**config.mk**
```make
export PLATFORM = sky130hd
export DESIGN_NAME = multicycle_control
export DESIGN_NICKNAME = d
export VERILOG_FILES = /design/src/rtl/mips_ctrl_pkg.sv /design/src/rtl/multicycle_ctrl_decode.sv /design/src/rtl/multicycle_control.sv
export SDC_FILE = /design/constraint.sdc
export NUM_CORES = 1
export LEC_CHECK = 0
export CAP_MARGIN = 20
export CELL_PAD_IN_SITES_DETAIL_PLACEMENT = 1
export CELL_PAD_IN_SITES_GLOBAL_PLACEMENT = 2
export CORE_MARGIN = 2
export CORE_UTILIZATION = 20
export DETAILED_ROUTE_END_ITERATION = 8
export PLACE_DENSITY_LB_ADDON = 0.1
export REMOVE_ABC_BUFFERS = 1
export SKIP_LAST_GASP = 1
export SYNTH_ARGS = -nofsm -noshare
export SYNTH_HDL_FRONTEND = slang
export SYNTH_SLANG_ARGS = --single-unit
```
**constraint.sdc**
```tcl
create_clock -name i_clk -period 2.7 [get_ports i_clk]
set_clock_uncertainty 0.1 [all_clocks]
set_input_delay 0.54 -clock i_clk [delete_from_list [all_inputs] [get_ports i_clk]]
set_output_delay 0.54 -clock i_clk [all_outputs]
set_load 0.005 [all_outputs]
```
**src/rtl/mips_ctrl_pkg.sv**
```systemverilog
// ============================================================================
// Module      : mips_ctrl_pkg
// Description : Shared encodings for the multicycle MIPS control FSM.
// Revision    : 1.0 - initial release
// ============================================================================
`default_nettype none

package mips_ctrl_pkg;

    localparam int ST_W = 4;

    // Fixed encoding; o_state exposes these values directly for debug.
    typedef enum logic [ST_W-1:0] {
        ST_FETCH  = 4'd0,
        ST_DECODE = 4'd1,
        ST_MEMADR = 4'd2,
        ST_MEMRD  = 4'd3,
        ST_MEMWB  = 4'd4,
        ST_MEMWR  = 4'd5,
        ST_EXEC   = 4'd6,
        ST_ALUWB  = 4'd7,
        ST_BRANCH = 4'd8,
        ST_ADDIEX = 4'd9,
        ST_ADDIWB = 4'd10,
        ST_JUMP   = 4'd11,
        ST_IDLE   = 4'd15
    } state_t;

    localparam logic [5:0] OP_RTYPE = 6'b000000;
    localparam logic [5:0] OP_LW    = 6'b100011;
    localparam logic [5:0] OP_SW    = 6'b101011;
    localparam logic [5:0] OP_BEQ   = 6'b000100;
    localparam logic [5:0] OP_ADDI  = 6'b001000;
    localparam logic [5:0] OP_J     = 6'b000010;

    localparam logic [1:0] ALUOP_ADD   = 2'b00;
    localparam logic [1:0] ALUOP_SUB   = 2'b01;
    localparam logic [1:0] ALUOP_FUNCT = 2'b10;

    localparam logic [1:0] ALUSRCB_B       = 2'b00;
    localparam logic [1:0] ALUSRCB_FOUR    = 2'b01;
    localparam logic [1:0] ALUSRCB_IMM     = 2'b10;
    localparam logic [1:0] ALUSRCB_IMM_SH2 = 2'b11;

    localparam logic [1:0] PCSRC_ALU    = 2'b00;
    localparam logic [1:0] PCSRC_ALUOUT = 2'b01;
    localparam logic [1:0] PCSRC_JUMP   = 2'b10;

    typedef struct packed {
        logic       pc_write;
        logic       pc_write_cond;
        logic       iord;
        logic       mem_read;
        logic       mem_write;
        logic       ir_write;
        logic       mem_to_reg;
        logic       reg_dst;
        logic       reg_write;
        logic       alu_src_a;
        logic [1:0] alu_src_b;
        logic [1:0] pc_src;
        logic [1:0] alu_op;
    } ctrl_t;

    function automatic logic is_legal_op(input logic [5:0] op);
        return (op == OP_RTYPE) || (op == OP_LW) || (op == OP_SW) ||
               (op == OP_BEQ) || (op == OP_ADDI) || (op == OP_J);
    endfunction

endpackage

`default_nettype wire

```
**src/rtl/multicycle_ctrl_decode.sv**
```systemverilog
// ============================================================================
// Module      : multicycle_ctrl_decode
// Description : Pure combinational state-to-control-vector decode.
// Revision    : 1.0 - initial release
// ============================================================================
`default_nettype none

module multicycle_ctrl_decode
    import mips_ctrl_pkg::*;
(
    input  state_t i_state,
    output ctrl_t  o_ctrl
);

    always_comb begin
        o_ctrl = '0;
        case (i_state)
            ST_FETCH: begin
                o_ctrl.mem_read  = 1'b1;
                o_ctrl.ir_write  = 1'b1;
                o_ctrl.alu_src_b = ALUSRCB_FOUR;
                o_ctrl.alu_op    = ALUOP_ADD;
                o_ctrl.pc_write  = 1'b1;
                o_ctrl.pc_src    = PCSRC_ALU;
            end
            ST_DECODE: begin
                o_ctrl.alu_src_b = ALUSRCB_IMM_SH2;
                o_ctrl.alu_op    = ALUOP_ADD;
            end
            ST_MEMADR, ST_ADDIEX: begin
                o_ctrl.alu_src_a = 1'b1;
                o_ctrl.alu_src_b = ALUSRCB_IMM;
                o_ctrl.alu_op    = ALUOP_ADD;
            end
            ST_MEMRD: begin
                o_ctrl.mem_read = 1'b1;
                o_ctrl.iord     = 1'b1;
            end
            ST_MEMWB: begin
                o_ctrl.reg_write  = 1'b1;
                o_ctrl.mem_to_reg = 1'b1;
            end
            ST_MEMWR: begin
                o_ctrl.mem_write = 1'b1;
                o_ctrl.iord      = 1'b1;
            end
            ST_EXEC: begin
                o_ctrl.alu_src_a = 1'b1;
                o_ctrl.alu_src_b = ALUSRCB_B;
                o_ctrl.alu_op    = ALUOP_FUNCT;
            end
            ST_ALUWB: begin
                o_ctrl.reg_write = 1'b1;
                o_ctrl.reg_dst   = 1'b1;
            end
            ST_BRANCH: begin
                o_ctrl.alu_src_a     = 1'b1;
                o_ctrl.alu_src_b     = ALUSRCB_B;
                o_ctrl.alu_op        = ALUOP_SUB;
                o_ctrl.pc_write_cond = 1'b1;
                o_ctrl.pc_src        = PCSRC_ALUOUT;
            end
            ST_ADDIWB: begin
                o_ctrl.reg_write = 1'b1;
            end
            ST_JUMP: begin
                o_ctrl.pc_write = 1'b1;
                o_ctrl.pc_src   = PCSRC_JUMP;
            end
            default: o_ctrl = '0;
        endcase
    end

endmodule

`default_nettype wire

```
**src/rtl/multicycle_control.sv**
```systemverilog
// ============================================================================
// Module      : multicycle_control
// Description : Main control FSM for the multicycle MIPS datapath.
//               Define MULTICYCLE_CTRL_MEMWAIT_EN to stall memory states on i_memReady.
// Revision    : 1.0 - initial release
// ============================================================================
`default_nettype none

module multicycle_control
    import mips_ctrl_pkg::*;
#(
    parameter int STATE_W = 4
) (
    input  logic               i_clk,
    input  logic               i_rst,
    input  logic [5:0]         i_opcode,
    input  logic               i_memReady,
    output logic               o_pcWrite,
    output logic               o_pcWriteCond,
    output logic               o_iorD,
    output logic               o_memRead,
    output logic               o_memWrite,
    output logic               o_irWrite,
    output logic               o_memToReg,
    output logic               o_regDst,
    output logic               o_regWrite,
    output logic               o_aluSrcA,
    output logic [1:0]         o_aluSrcB,
    output logic [1:0]         o_pcSrc,
    output logic [1:0]         o_aluOp,
    output logic               o_illegal,
    output logic [STATE_W-1:0] o_state
);

    state_t r_state;
    state_t w_next_state;
    ctrl_t  w_ctrl;
    logic   w_mem_ready;
    logic   w_fetch_hold;

`ifdef MULTICYCLE_CTRL_MEMWAIT_EN
    assign w_mem_ready = i_memReady;
`else
    logic w_unused_mem_ready;
    assign w_unused_mem_ready = i_memReady;
    assign w_mem_ready        = 1'b1;
`endif

    always_ff @(posedge i_clk or posedge i_rst) begin
        if (i_rst) begin
            r_state <= ST_IDLE;
        end else begin
            r_state <= w_next_state;
        end
    end

    always_comb begin
        w_next_state = ST_IDLE;
        case (r_state)
            ST_IDLE:   w_next_state = ST_FETCH;
            ST_FETCH:  w_next_state = w_mem_ready ? ST_DECODE : ST_FETCH;
            ST_DECODE: begin
                case (i_opcode)
                    OP_LW, OP_SW: w_next_state = ST_MEMADR;
                    OP_RTYPE:     w_next_state = ST_EXEC;
                    OP_BEQ:       w_next_state = ST_BRANCH;
                    OP_ADDI:      w_next_state = ST_ADDIEX;
                    OP_J:         w_next_state = ST_JUMP;
                    default:      w_next_state = ST_FETCH;
                endcase
            end
            ST_MEMADR: w_next_state = (i_opcode == OP_SW) ? ST_MEMWR : ST_MEMRD;
            ST_MEMRD:  w_next_state = w_mem_ready ? ST_MEMWB : ST_MEMRD;
            ST_MEMWB:  w_next_state = ST_FETCH;
            ST_MEMWR:  w_next_state = w_mem_ready ? ST_FETCH : ST_MEMWR;
            ST_EXEC:   w_next_state = ST_ALUWB;
            ST_ALUWB:  w_next_state = ST_FETCH;
            ST_BRANCH: w_next_state = ST_FETCH;
            ST_ADDIEX: w_next_state = ST_ADDIWB;
            ST_ADDIWB: w_next_state = ST_FETCH;
            ST_JUMP:   w_next_state = ST_FETCH;
            default:   w_next_state = ST_IDLE;
        endcase
    end

    multicycle_ctrl_decode u_decode (
        .i_state (r_state),
        .o_ctrl  (w_ctrl)
    );

    // PC and IR must only load on the cycle the fetched word is actually valid.
    assign w_fetch_hold = (r_state == ST_FETCH) && !w_mem_ready;

    assign o_pcWrite     = w_ctrl.pc_write & ~w_fetch_hold;
    assign o_irWrite     = w_ctrl.ir_write & ~w_fetch_hold;
    assign o_pcWriteCond = w_ctrl.pc_write_cond;
    assign o_iorD        = w_ctrl.iord;
    assign o_memRead     = w_ctrl.mem_read;
    assign o_memWrite    = w_ctrl.mem_write;
    assign o_memToReg    = w_ctrl.mem_to_reg;
    assign o_regDst      = w_ctrl.reg_dst;
    assign o_regWrite    = w_ctrl.reg_write;
    assign o_aluSrcA     = w_ctrl.alu_src_a;
    assign o_aluSrcB     = w_ctrl.alu_src_b;
    assign o_pcSrc       = w_ctrl.pc_src;
    assign o_aluOp       = w_ctrl.alu_op;
    assign o_illegal     = (r_state == ST_DECODE) && !is_legal_op(i_opcode);
    assign o_state       = r_state;

endmodule

`default_nettype wire

```
==> summary.md, run 1 <==
| Metric | Value |
|---|---|
| Outcome | `completed` |
| Switching pwr | `about 340 uW` |
| Measured slew at the worst slew-check pin | `0.3002 ns` |
| Nets@finish | `116` |
| Hold crit path type | `reg2reg` |
| Seq pwr share | `23.4%` |
| Clock share of power | `around 8.4%` |
| Clk Latency, worst-skew pair | `0.23 ns` |
| Die Wd | `about 55 um` |
| Worst-path clk slew | `approximately 0.04 ns` |
| Hold Buf Count CTS | `0` |
| Post-synthesis cell count | `just under 70` |
| Max FFs per register | `4` |
| Post-synth EDFFs | `0` |
| Placed Area | `roughly 860 um2` |
| RSZ-0062 raised after global routing | `no` |
| Final setup vio count | `0` |
| Placeable Area | `~2500 um2` |
| Routed via count | `roughly 630` |
| CTS H-tree depth | `1` |
| DR WL/cell | `approximately 12 um` |
| Dominant cell type by area after synthesis | `dfstp_2` |
| Fmax | `a little under 400 MHz` |
| Vias in the first global route | `between 500 and 600` |
| First-pass GRT wire length | `~2600 um` |
| First-pass iteration count of the detailed router | `2` |
| Power Internal | `between 500 and 600 uW` |
| Area growth syn-to-layout | `74.58%` |
| Critical-path maximum fanout | `14` |
| Rows | `18` |
| Synth Cell Area | `516.7 um2` |
| Critical Path Start | `o_state[1]` |
| Initial DRC count | `3` |
| CTS Buffer Depth | `2` |
| Initial antenna violation count | `0` |
| Post-DP HPWL | `between 1000 and 1500 um` |
| Cell types occupying the most area after synthesis | `dfstp_2 20%, nor3_1 7.7%, o211ai_2 7.3%` |
| Total global routing overflow | `0` |
| Starting Density | `21.05%` |
| Final Cell Area | `around 900 um2` |
| Ys async rst share | `100.0%` |
| WL final | `~1600 um` |
| Max cap viols | `0` |
| Synth top area share | `about a fifth` |
| Lkg Pwr | `approximately 0.38 nW` |
| Crit path DAT | `1.94 ns` |
| Via/cell ratio | `roughly 4.7` |
| Gr usage total | `between 10% and 20%` |
| Synth Register Bits | `4` |
| Register area share after synthesis | `20.34%` |
| Yosys cell types | `30` |
| Die footprint | `between 3000 and 4000 um2` |
| Fillers | `~300` |
| Logic pwr share | `68.2%` |
| DRC viols | `0` |
| Die Ht | `54.83 um` |
| Cts bufs inserted | `3` |
| Avg Inst Size Synth | `between 7 and 8 um2` |
| Storage cell area | `108.9 um2` |
| Synth top cells by count | `8 x nand2_1, 8 x nor2_1, 8 x nor3_1, 4 x dfstp_2` |
| Sink Count | `4` |
| Slew headroom | `between 70% and 80%` |
| CP Launch Type | `register` |
| RD Place Congestion | `0.7119` |
| Syn. warnings | `0` |
| Reg2reg start | `o_state[1]` |
| Ports | `30` |
| ANT nets after route | `0` |
| Buffers on Ports | `28` |
| HP Start | `o_state[3]` |
| CP endpoint kind | `output pin` |
| Largest net degree at the start of global routing | `16` |
| Final Slew Violations | `0` |
| Peak VDD IR | `0.3670 mV` |
| Sw Share | `slightly above 40%` |
| Proportion of layout cells with a drive suffix above 1 | `between 20 and 30%` |
| Top FF cell, synth | `dfstp_2` |
| Worst Path Required | `between 2 and 2.5 ns` |
| Area occupied by multi-input gates | `354.1 um2` |
| CTS tree | `yes` |
| CTS root buffer | `clkbuf_4` |
| Number of diodes | `0` |
| CP Class | `reg2out` |
| Min Tclk post-route | `2.580 ns` |
| Total Power | `840.1 uW` |
| Hold Vio Cnt, Final | `0` |
| Post-route clock period utilization | `around 96%` |
| Power density over cell area | `approximately 930 nW/um2` |
power groups by stage:
stage	clock network, mW	logic [mW]	registers (mW)
after floorplan	0	0.243	0.177
after global placement	0	0.575	0.192
after detailed placement	0	0.580	0.192
after CTS	0.0745	0.580	0.193
after global routing	0.0802	0.636	0.211
final	0.0705	0.573	0.196
routing by layer:
| metal | vias up | part of all wire [%] | global-route usage (%) |
|---|---|---|---|
| li1 | 318 | - | - |
| met1 | 295 | 44 | 14.26 |
| met2 | 18 | 52 | 22.02 |
| met3 | 0 | 3.7 | 1.639 |
| met4 | 0 | 0 | 1.250 |
| met5 | - | 0 | 0 |
layout make-up:
type                            count  area share [%]
Inverter                            3           1.248
Timing Repair Buffer               39           40.78
Multi-Input combinational cell     56           39.25
Tap cell                           30           4.161
Clock buffer                        3           2.497
Sequential cell                     4           12.07
kinds of logic (layout without fill, tap and decap cells):
kind of cell | Yosys count | count (layout) | share of synthesized area (%)
compound gates | 15 | 15 | 21.55
xor+xnor | 3 | 3 | 5.086
buf+inv | 9 | 45 | 12.59
flops | 4 | 4 | 20.34
simple gates | 38 | 38 | 40.44
metrics by stage:
step | hold slack (ns) | TNS [ns] | std cells | worst slack [ns] | utilization (%)
after floorplan | 0.3952 | 0 | 63 | 0.9332 | -
after global placement | 0.5256 | -0.07929 | 131 | -0.07929 | 34.86
after detailed placement | 0.5245 | -0.09564 | 131 | -0.09564 | 34.86
after CTS | 0.5297 | 0 | 135 | 0.001674 | 35.98
after global routing | 0.5738 | 0 | 135 | 0.02533 | 36.75
final | 0.5203 | 0 | 135 | 0.1204 | 36.75
worst max-delay path: stages, from the launching register on:
cell             delay (ns)
dfstp_4                0.71
nand2b_4               0.08
or2_1                  0.26
a21oi_1                0.16
clkdlybuf4s50_1        0.51
timing repair:
| item | CTS | global route |
|---|---|---|
| setup buffers | 1 | 0 |
| pin swaps | 1 | 2 |
| setup endpoints to repair | 1 | 6 |
| resized for setup | 2 | 6 |
final timing paths:
kind,slack [ns],end,cells after the start
max,0.12,o_aluSrcB[1],4
min,0.52,o_state[3],1
max reg2reg,1.33,o_state[1],3
min reg2reg,0.52,o_state[3],1
max in group asynchronous,1.89,o_state[2],2
min in group asynchronous,0.59,o_state[3],2
cells in the final DEF (no fill, tap or decap):
cell              n
clkdlybuf4s50_1  23
buf_4            11
nor2_1            8
nand2_1           8
nor3_1            7
inv_1             3
o211ai_2          3
clkbuf_4          3
dlymetal6s2s_1    3
dfstp_2           3
a31oi_1           2
or2_1             2
xor2_1            2
o21ai_1           2
a21oi_1           2
and3_1            2
o21ai_0           2
dlygate4sd2_1     2
nor4_1            1
nand2b_1          1
nand2b_4          1
nor3_2            1
nand2b_2          1
and3_4            1
nand3_2           1
nor4_2            1
nand4_1           1
o2111ai_1         1
o211ai_1          1
o2bb2ai_1         1
nand3_1           1
or3_1             1
o22ai_1           1
xnor2_1           1
dfstp_4           1
(Power assumes the default switching activity.)
==> run 2: changes to the inputs <==
Settings changed: CORE_UTILIZATION 20 to 21, CTS_BUF_LIST from default to sky130_fd_sc_hd__clkbuf_2.
==> summary.md, run 2 (same netlist as run 1, synthesis figures left out) <==
| Metric | Value |
|---|---|
| Max FFs per register | `4 (unchanged)` |
| Starting Density | `22.70% (+1.7 points)` |
| Hold Vio Cnt, Final | `0 (unchanged)` |
| Proportion of layout cells with a drive suffix above 1 | `23.81% (-1.9 points)` |
| Post-DP HPWL | `1313 um (about the same)` |
| Critical-path maximum fanout | `4 (-10)` |
| ANT nets after route | `0 (unchanged)` |
| Worst-path clk slew | `0.04 ns (about the same)` |
| Most common cell after layout, fill and taps aside | `clkdlybuf4s50_1` |
| Placed Area | `845.8 um2 (-1.2%)` |
| Gr usage total | `11.96% (+0.25 points)` |
| Ports | `30 (unchanged)` |
| Largest net degree at the start of global routing | `16 (unchanged)` |
| Number of diodes | `0 (unchanged)` |
| Die footprint | `2874 um2 (-4.4%)` |
| Buffers on Ports | `28 (unchanged)` |
| Total Power | `803.8 uW (-4.3%)` |
| Clk Latency, worst-skew pair | `0.20 ns (-0.03 ns)` |
| Initial DRC count | `2 (-1)` |
| Fmax | `379.1 MHz (-2.2%)` |
| Lkg Pwr | `0.3604 nW (-5.7%)` |
| CP Launch Type | `input pin` |
| Cts bufs inserted | `3 (unchanged)` |
| Final Cell Area | `874.6 um2 (-3.1%)` |
| Routed via count | `625 (-0.95%)` |
| Min Tclk post-route | `2.638 ns (+0.05811 ns)` |
| Rows | `17 (-1)` |
| Via/cell ratio | `4.699 (+0.54%)` |
| Area growth syn-to-layout | `69.25%` |
| Nets@finish | `116 (unchanged)` |
| CP Class | `in2out` |
| Final Slew Violations | `0 (unchanged)` |
| Hold Buf Count CTS | `0 (unchanged)` |
| Critical Path Start | `i_opcode[3]` |
| Initial antenna violation count | `0 (unchanged)` |
| Outcome | `completed` |
| DRC viols | `0 (unchanged)` |
| Placeable Area | `2276 um2 (-7.3%)` |
| Slew headroom | `80.95% (+0.97 points)` |
| DR WL/cell | `12.44 um (+1.9%)` |
| Post-route clock period utilization | `97.69% (+2.2 points)` |
| Die Wd | `53.61 um (-2.2%)` |
| Reg2reg start | `o_state[1]` |
| CTS tree | `yes` |
| First-pass iteration count of the detailed router | `2 (unchanged)` |
| CP endpoint kind | `output pin` |
| Final setup vio count | `0 (unchanged)` |
| Sink Count | `4 (unchanged)` |
| Flop2flop setup slack | `1.31 ns (-0.02 ns)` |
| Crit path to | `o_illegal` |
| Peak VDD IR | `0.4417 mV (+20%)` |
| Most frequent cells in the layout | `24 x clkdlybuf4s50_1, 11 x buf_4, 8 x nor3_1, 8 x nor2_1, 8 x nand2_1` |
| Vias in the first global route | `583 (+3.0%)` |
| Measured slew at the worst slew-check pin | `0.2836 ns (-0.01666 ns)` |
| Crit path DAT | `2.00 ns (+0.06 ns)` |
| R2R depth | `3 (unchanged)` |
| WL final | `1654 um (+0.36%)` |
| Die Ht | `53.61 um (-2.2%)` |
| Reg2reg end | `o_state[3]` |
| RD Place Congestion | `0.7482 (+5.1%)` |
| CTS Buffer Depth | `2 (unchanged)` |
| CTS H-tree depth | `1 (unchanged)` |
| CTS root buffer | `clkbuf_2` |
| Worst Path Required | `2.06 ns (about the same)` |
| Total global routing overflow | `0 (unchanged)` |
| Max cap viols | `0 (unchanged)` |
| Power density over cell area | `919.1 nW/um2 (-1.3%)` |
| First-pass GRT wire length | `2525 um (-1.6%)` |
| Hold crit path type | `reg2reg` |
run 2: how the worst min path moves through the flow:
stage                    start          to  cells after the start  slack, ns
global placement    o_state[3]  o_state[3]                      1       0.53
finish              o_state[1]  o_state[2]                      2       0.53
CTS                 o_state[1]  o_state[2]                      2       0.53
detailed placement  o_state[2]  o_state[0]                      2       0.52
floorplan                i_rst  o_state[0]                      1       0.40
global route        o_state[1]  o_state[2]                      2       0.57
run 2: per-stage QoR:
step | util [%] | cells | setup TNS [ns] | worst slack (ns) | hold WS, ns
floorplan | - | 63 | 0 | 0.9332 | 0.3952
finish | 38.43 | 133 | 0 | 0.06225 | 0.5267
global placement | 37.16 | 128 | -0.06676 | -0.06676 | 0.5270
detailed placement | 37.16 | 128 | -0.04579 | -0.04579 | 0.5221
global route | 38.43 | 133 | -0.01774 | -0.01774 | 0.5661
CTS | 37.99 | 132 | 0 | 0.02779 | 0.5308
run 2: repair_timing:
action | in CTS | in global routing
buffers inserted | 1 | 1
pin swaps | 1 | 3
endpoints found under the setup margin | 1 | 1
gates resized for setup | 3 | 1
run 2: worst max-delay path: stages:
cell	delay (ns)
clkdlybuf4s50_1	0.54
o21ai_0	0.11
o211ai_1	0.12
and3_1	0.18
clkdlybuf4s50_1	0.50
run 2: layer usage:
metal  up-vias  wire (um)  global-route usage [%]  share of wire [%]
li1        319          -                       -                  -
met2        15        799                   20.37                 48
met1       289        786                   14.96                 48
met3         2         55                  0.8333                3.3
met4         0         12                   6.410               0.73
met5         -          0                       0                  0
run 2: area by class of cell:
type,count,area [um2]
Clock buffer,3,15.01
Fill cell,286,1401
Inverter,3,11.26
Multi-Input combinational cell,56,346.6
Sequential cell,4,105.1
Tap cell,28,35.03
Timing Repair Buffer,39,361.6
run 2: power by group:
part           switching (mW)  internal, mW  total (mW)
logic                   0.227         0.340       0.567
registers              0.0825         0.103       0.186
clock network          0.0214        0.0299      0.0512
